[src/rtl/module_divisor_seq.sv]
// Sequential restoring divider: one quotient bit per clock through an IDLE/CALC/DONE FSM.
// Optional macro DIV_EARLY_EXIT_EN finishes at once when the dividend is below a nonzero divisor.
module module_divisor_seq #(
    parameter int WIDTH = 4
) (
    input  logic             clk,
    input  logic             rst_in,
    input  logic             start,
    input  logic [WIDTH-1:0] A,
    input  logic [WIDTH-1:0] B,
    output logic [WIDTH-1:0] Q,
    output logic [WIDTH-1:0] R,
    output logic             busy,
    output logic             done,
    output logic             div_zero,
    output logic [1:0]       state_dbg_o
);

    localparam int CW = $clog2(WIDTH + 1);

    typedef enum logic [1:0] {
        S_IDLE = 2'd0,
        S_CALC = 2'd1,
        S_DONE = 2'd2
    } state_t;

    state_t           state_q, state_d;
    logic [WIDTH:0]   rem_q, rem_d;
    logic [WIDTH-1:0] dvd_q, dvd_d;
    logic [WIDTH-1:0] dsr_q, dsr_d;
    logic [CW-1:0]    cnt_q, cnt_d;
    logic [WIDTH-1:0] q_q, q_d;
    logic [WIDTH-1:0] r_q, r_d;
    logic             dz_q, dz_d;

    logic [WIDTH:0]   rem_sh;
    logic [WIDTH-1:0] dvd_sh;
    logic             early;

    // Handshake: start is a request sampled on every rising edge; it is accepted
    // only in IDLE or DONE, ignored while busy, and done pulses once per result.
    always_ff @(posedge clk or negedge rst_in) begin
        if (!rst_in) begin
            state_q <= S_IDLE;
            rem_q   <= '0;
            dvd_q   <= '0;
            dsr_q   <= '0;
            cnt_q   <= '0;
            q_q     <= '0;
            r_q     <= '0;
            dz_q    <= 1'b0;
        end else begin
            state_q <= state_d;
            rem_q   <= rem_d;
            dvd_q   <= dvd_d;
            dsr_q   <= dsr_d;
            cnt_q   <= cnt_d;
            q_q     <= q_d;
            r_q     <= r_d;
            dz_q    <= dz_d;
        end
    end

    always_comb begin
        state_d = state_q;
        rem_d   = rem_q;
        dvd_d   = dvd_q;
        dsr_d   = dsr_q;
        cnt_d   = cnt_q;
        q_d     = q_q;
        r_d     = r_q;
        dz_d    = dz_q;
        rem_sh  = '0;
        dvd_sh  = '0;
`ifdef DIV_EARLY_EXIT_EN
        early   = (A < B);
`else
        early   = 1'b0;
`endif

        case (state_q)
            S_IDLE, S_DONE: begin
                state_d = S_IDLE;
                if (start) begin
                    dvd_d = A;
                    dsr_d = B;
                    rem_d = '0;
                    cnt_d = CW'(WIDTH);
                    if (B == '0) begin
                        state_d = S_DONE;
                        q_d     = '1;
                        r_d     = A;
                        dz_d    = 1'b1;
                    end else if (early) begin
                        state_d = S_DONE;
                        q_d     = '0;
                        r_d     = A;
                        dz_d    = 1'b0;
                    end else begin
                        state_d = S_CALC;
                    end
                end
            end
            S_CALC: begin
                // Remainder is one bit wider than B so compare/subtract cannot wrap.
                rem_sh = {rem_q[WIDTH-1:0], dvd_q[WIDTH-1]};
                dvd_sh = dvd_q << 1;
                if (rem_sh >= {1'b0, dsr_q}) begin
                    rem_sh    = rem_sh - {1'b0, dsr_q};
                    dvd_sh[0] = 1'b1;
                end
                rem_d = rem_sh;
                dvd_d = dvd_sh;
                cnt_d = cnt_q - CW'(1);
                if (cnt_q == CW'(1)) begin
                    state_d = S_DONE;
                    q_d     = dvd_sh;
                    r_d     = rem_sh[WIDTH-1:0];
                    dz_d    = 1'b0;
                end
            end
            default: state_d = S_IDLE;
        endcase
    end

    assign Q           = q_q;
    assign R           = r_q;
    assign div_zero    = dz_q;
    assign busy        = (state_q == S_CALC);
    assign done        = (state_q == S_DONE);
    assign state_dbg_o = state_q;

endmodule

[config.mk]
export PLATFORM = sky130hd
export DESIGN_NAME = module_divisor_seq
export DESIGN_NICKNAME = d
export VERILOG_FILES = /design/src/rtl/module_divisor_seq.sv
export SDC_FILE = /design/constraint.sdc
export NUM_CORES = 1
export LEC_CHECK = 0
export BUFFER_PORTS_ARGS = -buffer_cell sky130_fd_sc_hd__buf_2
export CAP_MARGIN = 0
export CORE_MARGIN = 2
export CORE_UTILIZATION = 54
export DETAILED_ROUTE_END_ITERATION = 12
export GPL_ROUTABILITY_DRIVEN = 0
export PLACE_DENSITY = 0.78
export SYNTH_ARGS = -nofsm -noshare
export SYNTH_HDL_FRONTEND = slang
export SYNTH_SLANG_ARGS = --single-unit
[constraint.sdc]
create_clock -name clk -period 2.4 [get_ports clk]
set_input_delay 0.6 -clock clk [delete_from_list [all_inputs] [get_ports clk]]
set_output_delay 0.6 -clock clk [all_outputs]
set_load 0.05 [all_outputs]
==> impl_metrics.csv <==
group,metric,value,unit
yosys,netlist_area,1333,um2
clock_network,cts-hold-fix-buffers,0,
worst_setup_path,critPathMaxStageDelay,390,ps
yosys,ys_seq_area_share,48.83,%
timing,fin_crit_sh,85.82,%
drt,dr.pass1.iters,4,
clock_network,cts_tree,"built",
floorplan,fp.dieH,53.68,um
yosys,syn_nets,157,
yosys,ys.warnings.count,0,
timing,setup_viol,0,
grt,grt_overflow,0,
worst_setup_path,required,2660,ps
cells_and_area,diodes,0,
timing,drv_slew,0,
clock_network,clockBufferDepth,2,
worst_setup_path,arrival,2320,ps
grt,antenna_found_initial,0,
drt,avgViaCountPerCell,5.689,
grt,grt_pass1_vias,1032,
cells_and_area,final_layout_size_suffix_gt1_share,21.60,%
timing,rsz0062_at_grt,"no",
timing,tightest_slew,581.4,ps
worst_setup_path,cp_top_family,"compound AO/OA/AOI/OAI gates",
worst_setup_path,path_cells,"inv_1, ha_1, nand2b_1, a21o_1, o31ai_4, mux2_4, a31oi_1",
clock_network,root_buffer,"clkbuf_4",
timing,hold_viol,0,
grt,grtUsageTotal,23.46,%
timing,relSlewSlack,61.24,%
clock_network,cts.sinks,26,
floorplan,dieArea,2881,um2
worst_setup_path,path_class,"reg -> reg",
worst_setup_path,cp-end-kind,"flip-flop",
place,place_ws,379.4,ps
timing,clock_skew,6.975,ps
cells_and_area,final_common_cell,"nand2_1",
place,dp_hpwl,2121,um
floorplan,pin_count,24,
yosys,syn_area_per_cell,9.587,um2
yosys,ys_types,33,
grt,grt_pass1_wl,4843,um
drt,drt-total-wl,2830,um
yosys,synth_seq_cells,26,
timing,fin_ws,340.3,ps
drt,drc,0,
status,outcome,"finished clean",
worst_setup_path,rrSetupSlack,340,ps
cells_and_area,area_growth,13.15,%
clock_network,post_cts_buffers,0,
drt,vias,1081,
place,port_buffers,23,
clock_network,clock_latency,320,ps
floorplan,rows,17,
drt,drtIter0Drc,25,
flow_run,cap_violations,0,
timing,fin_setup_tns,0,ps
cells_and_area,layout_common_cells,"31 x nand2_1, 26 x dfrtp_1, 23 x buf_2",
clock_network,numCtsBuffers,3,
drt,detail-route-antenna-nets,0,
timing,fin_crit,2060,ps
worst_setup_path,crit_buf_inv,1,
clock_network,cts_resized,0,
floorplan,initial_utilization,58.55,%
floorplan,core_area,2276,um2
clock_network,htree_levels,1,
worst_setup_path,crit_fanout,7,
floorplan,die_x,53.68,um
worst_setup_path,cpMaxStageDelayCell,"dfrtp_1",
clock_network,clk_pin_slew,140,ps
drt,wl_per_cell,14.89,um
worst_hold_path,hold_path.class,"in -> async",
grt,grt_max_degree,27,
place,place_area,1455,um2
timing,max_freq,485.5,MHz
worst_setup_path,start_kind,"flip-flop",
cells_and_area,fin_area,1508,um2
cells_and_area,final_nets,181,
yosys,post_synth_inst_count,139,
synth_stat cells:
| master | number | area, um2 |
|---|---|---|
| or2_1 | 1 | 6.260 |
| o22ai_1 | 1 | 6.260 |
| nand3_1 | 4 | 20.02 |
| or3_1 | 2 | 12.51 |
| a2111oi_0 | 1 | 8.760 |
| o22a_1 | 3 | 26.28 |
| ha_1 | 6 | 75.07 |
| fa_1 | 1 | 20.02 |
| nor2b_1 | 3 | 18.77 |
| xnor2_1 | 1 | 8.760 |
| a41oi_2 | 2 | 32.53 |
| nor2_1 | 10 | 37.54 |
| nand2b_1 | 3 | 18.77 |
| a211oi_1 | 1 | 7.510 |
| mux2_4 | 1 | 15.01 |
| inv_1 | 8 | 30.03 |
| and3_1 | 2 | 12.51 |
| buf_4 | 1 | 7.510 |
| a21oi_1 | 4 | 20.02 |
| o21ai_0 | 8 | 40.04 |
| buf_2 | 1 | 5.000 |
| nand2_2 | 1 | 6.260 |
| inv_2 | 1 | 3.750 |
| dfrtp_1 | 26 | 650.6 |
| a21o_1 | 3 | 22.52 |
| clkbuf_1 | 2 | 7.510 |
| o31ai_4 | 1 | 21.27 |
| nand2_1 | 31 | 116.4 |
| buf_6 | 2 | 22.52 |
| nor4_1 | 2 | 12.51 |
| a22o_1 | 1 | 8.760 |
| a31oi_1 | 4 | 25.02 |
| and2_1 | 1 | 6.260 |
per-layer routing:
metal / share of wire, % / GRT usage (%) / wire (um)
met1: 45 / 32.13 / 1263
met3: 6.0 / 3.056 / 171
met5: 0 / 0 / 0
met4: 1.3 / 9.402 / 38
met2: 48 / 37.60 / 1358
through the flow:
stage	instances	util, %	hold WS, ps
final	190	66.25	252.8
after global routing	190	66.25	288.0
after CTS	190	66.25	252.0
after detailed placement	186	63.94	480.6
after global placement	186	63.94	467.5
after floorplan	139	-	304.4
final cells by class:
class                           count  area (um2)
Clock buffer                        3       22.52
Clock inverter                      1       30.03
Fill cell                         177       768.2
Inverter                            9       33.78
Multi-Input combinational cell     98       605.6
Sequential cell                    26       650.6
Tap cell                           28       35.03
Timing Repair Buffer               25       130.1
worst paths after layout:
| check | to | start | cells after the start |
|---|---|---|---|
| max | R[2] | dvd_q[3] | 7 |
| min reg2reg | cnt_q[1] | cnt_q[1] | 2 |
| min | R[2] | rst_in | 1 |
| max in group asynchronous | div_zero | rst_in | 1 |
| max reg2reg | R[2] | dvd_q[3] | 7 |
| min in group clk | dsr_q[0] | B[0] | 3 |
registers in the layout, indices dropped and copies added (netlist names):
name / flops
dvd_q: 4
dsr_q: 4
cnt_q: 3
Q: 4
div_zero: 1
rem_q: 4
R: 4
state_dbg_o: 2
logic make-up after synthesis:
| logic type | count (synthesis) | share of synthesized area (%) |
|---|---|---|
| fa+ha+maj | 7 | 7.136 |
| buf+inv | 15 | 5.727 |
| simple gates | 60 | 20.09 |
| compound gates | 29 | 16.43 |
| xor+xnor | 1 | 0.6574 |
| flops | 26 | 48.83 |
| mux | 1 | 1.126 |
Power is not shown: default switching activity piles up to over one toggle a cycle in this logic, so the estimate is an artifact.
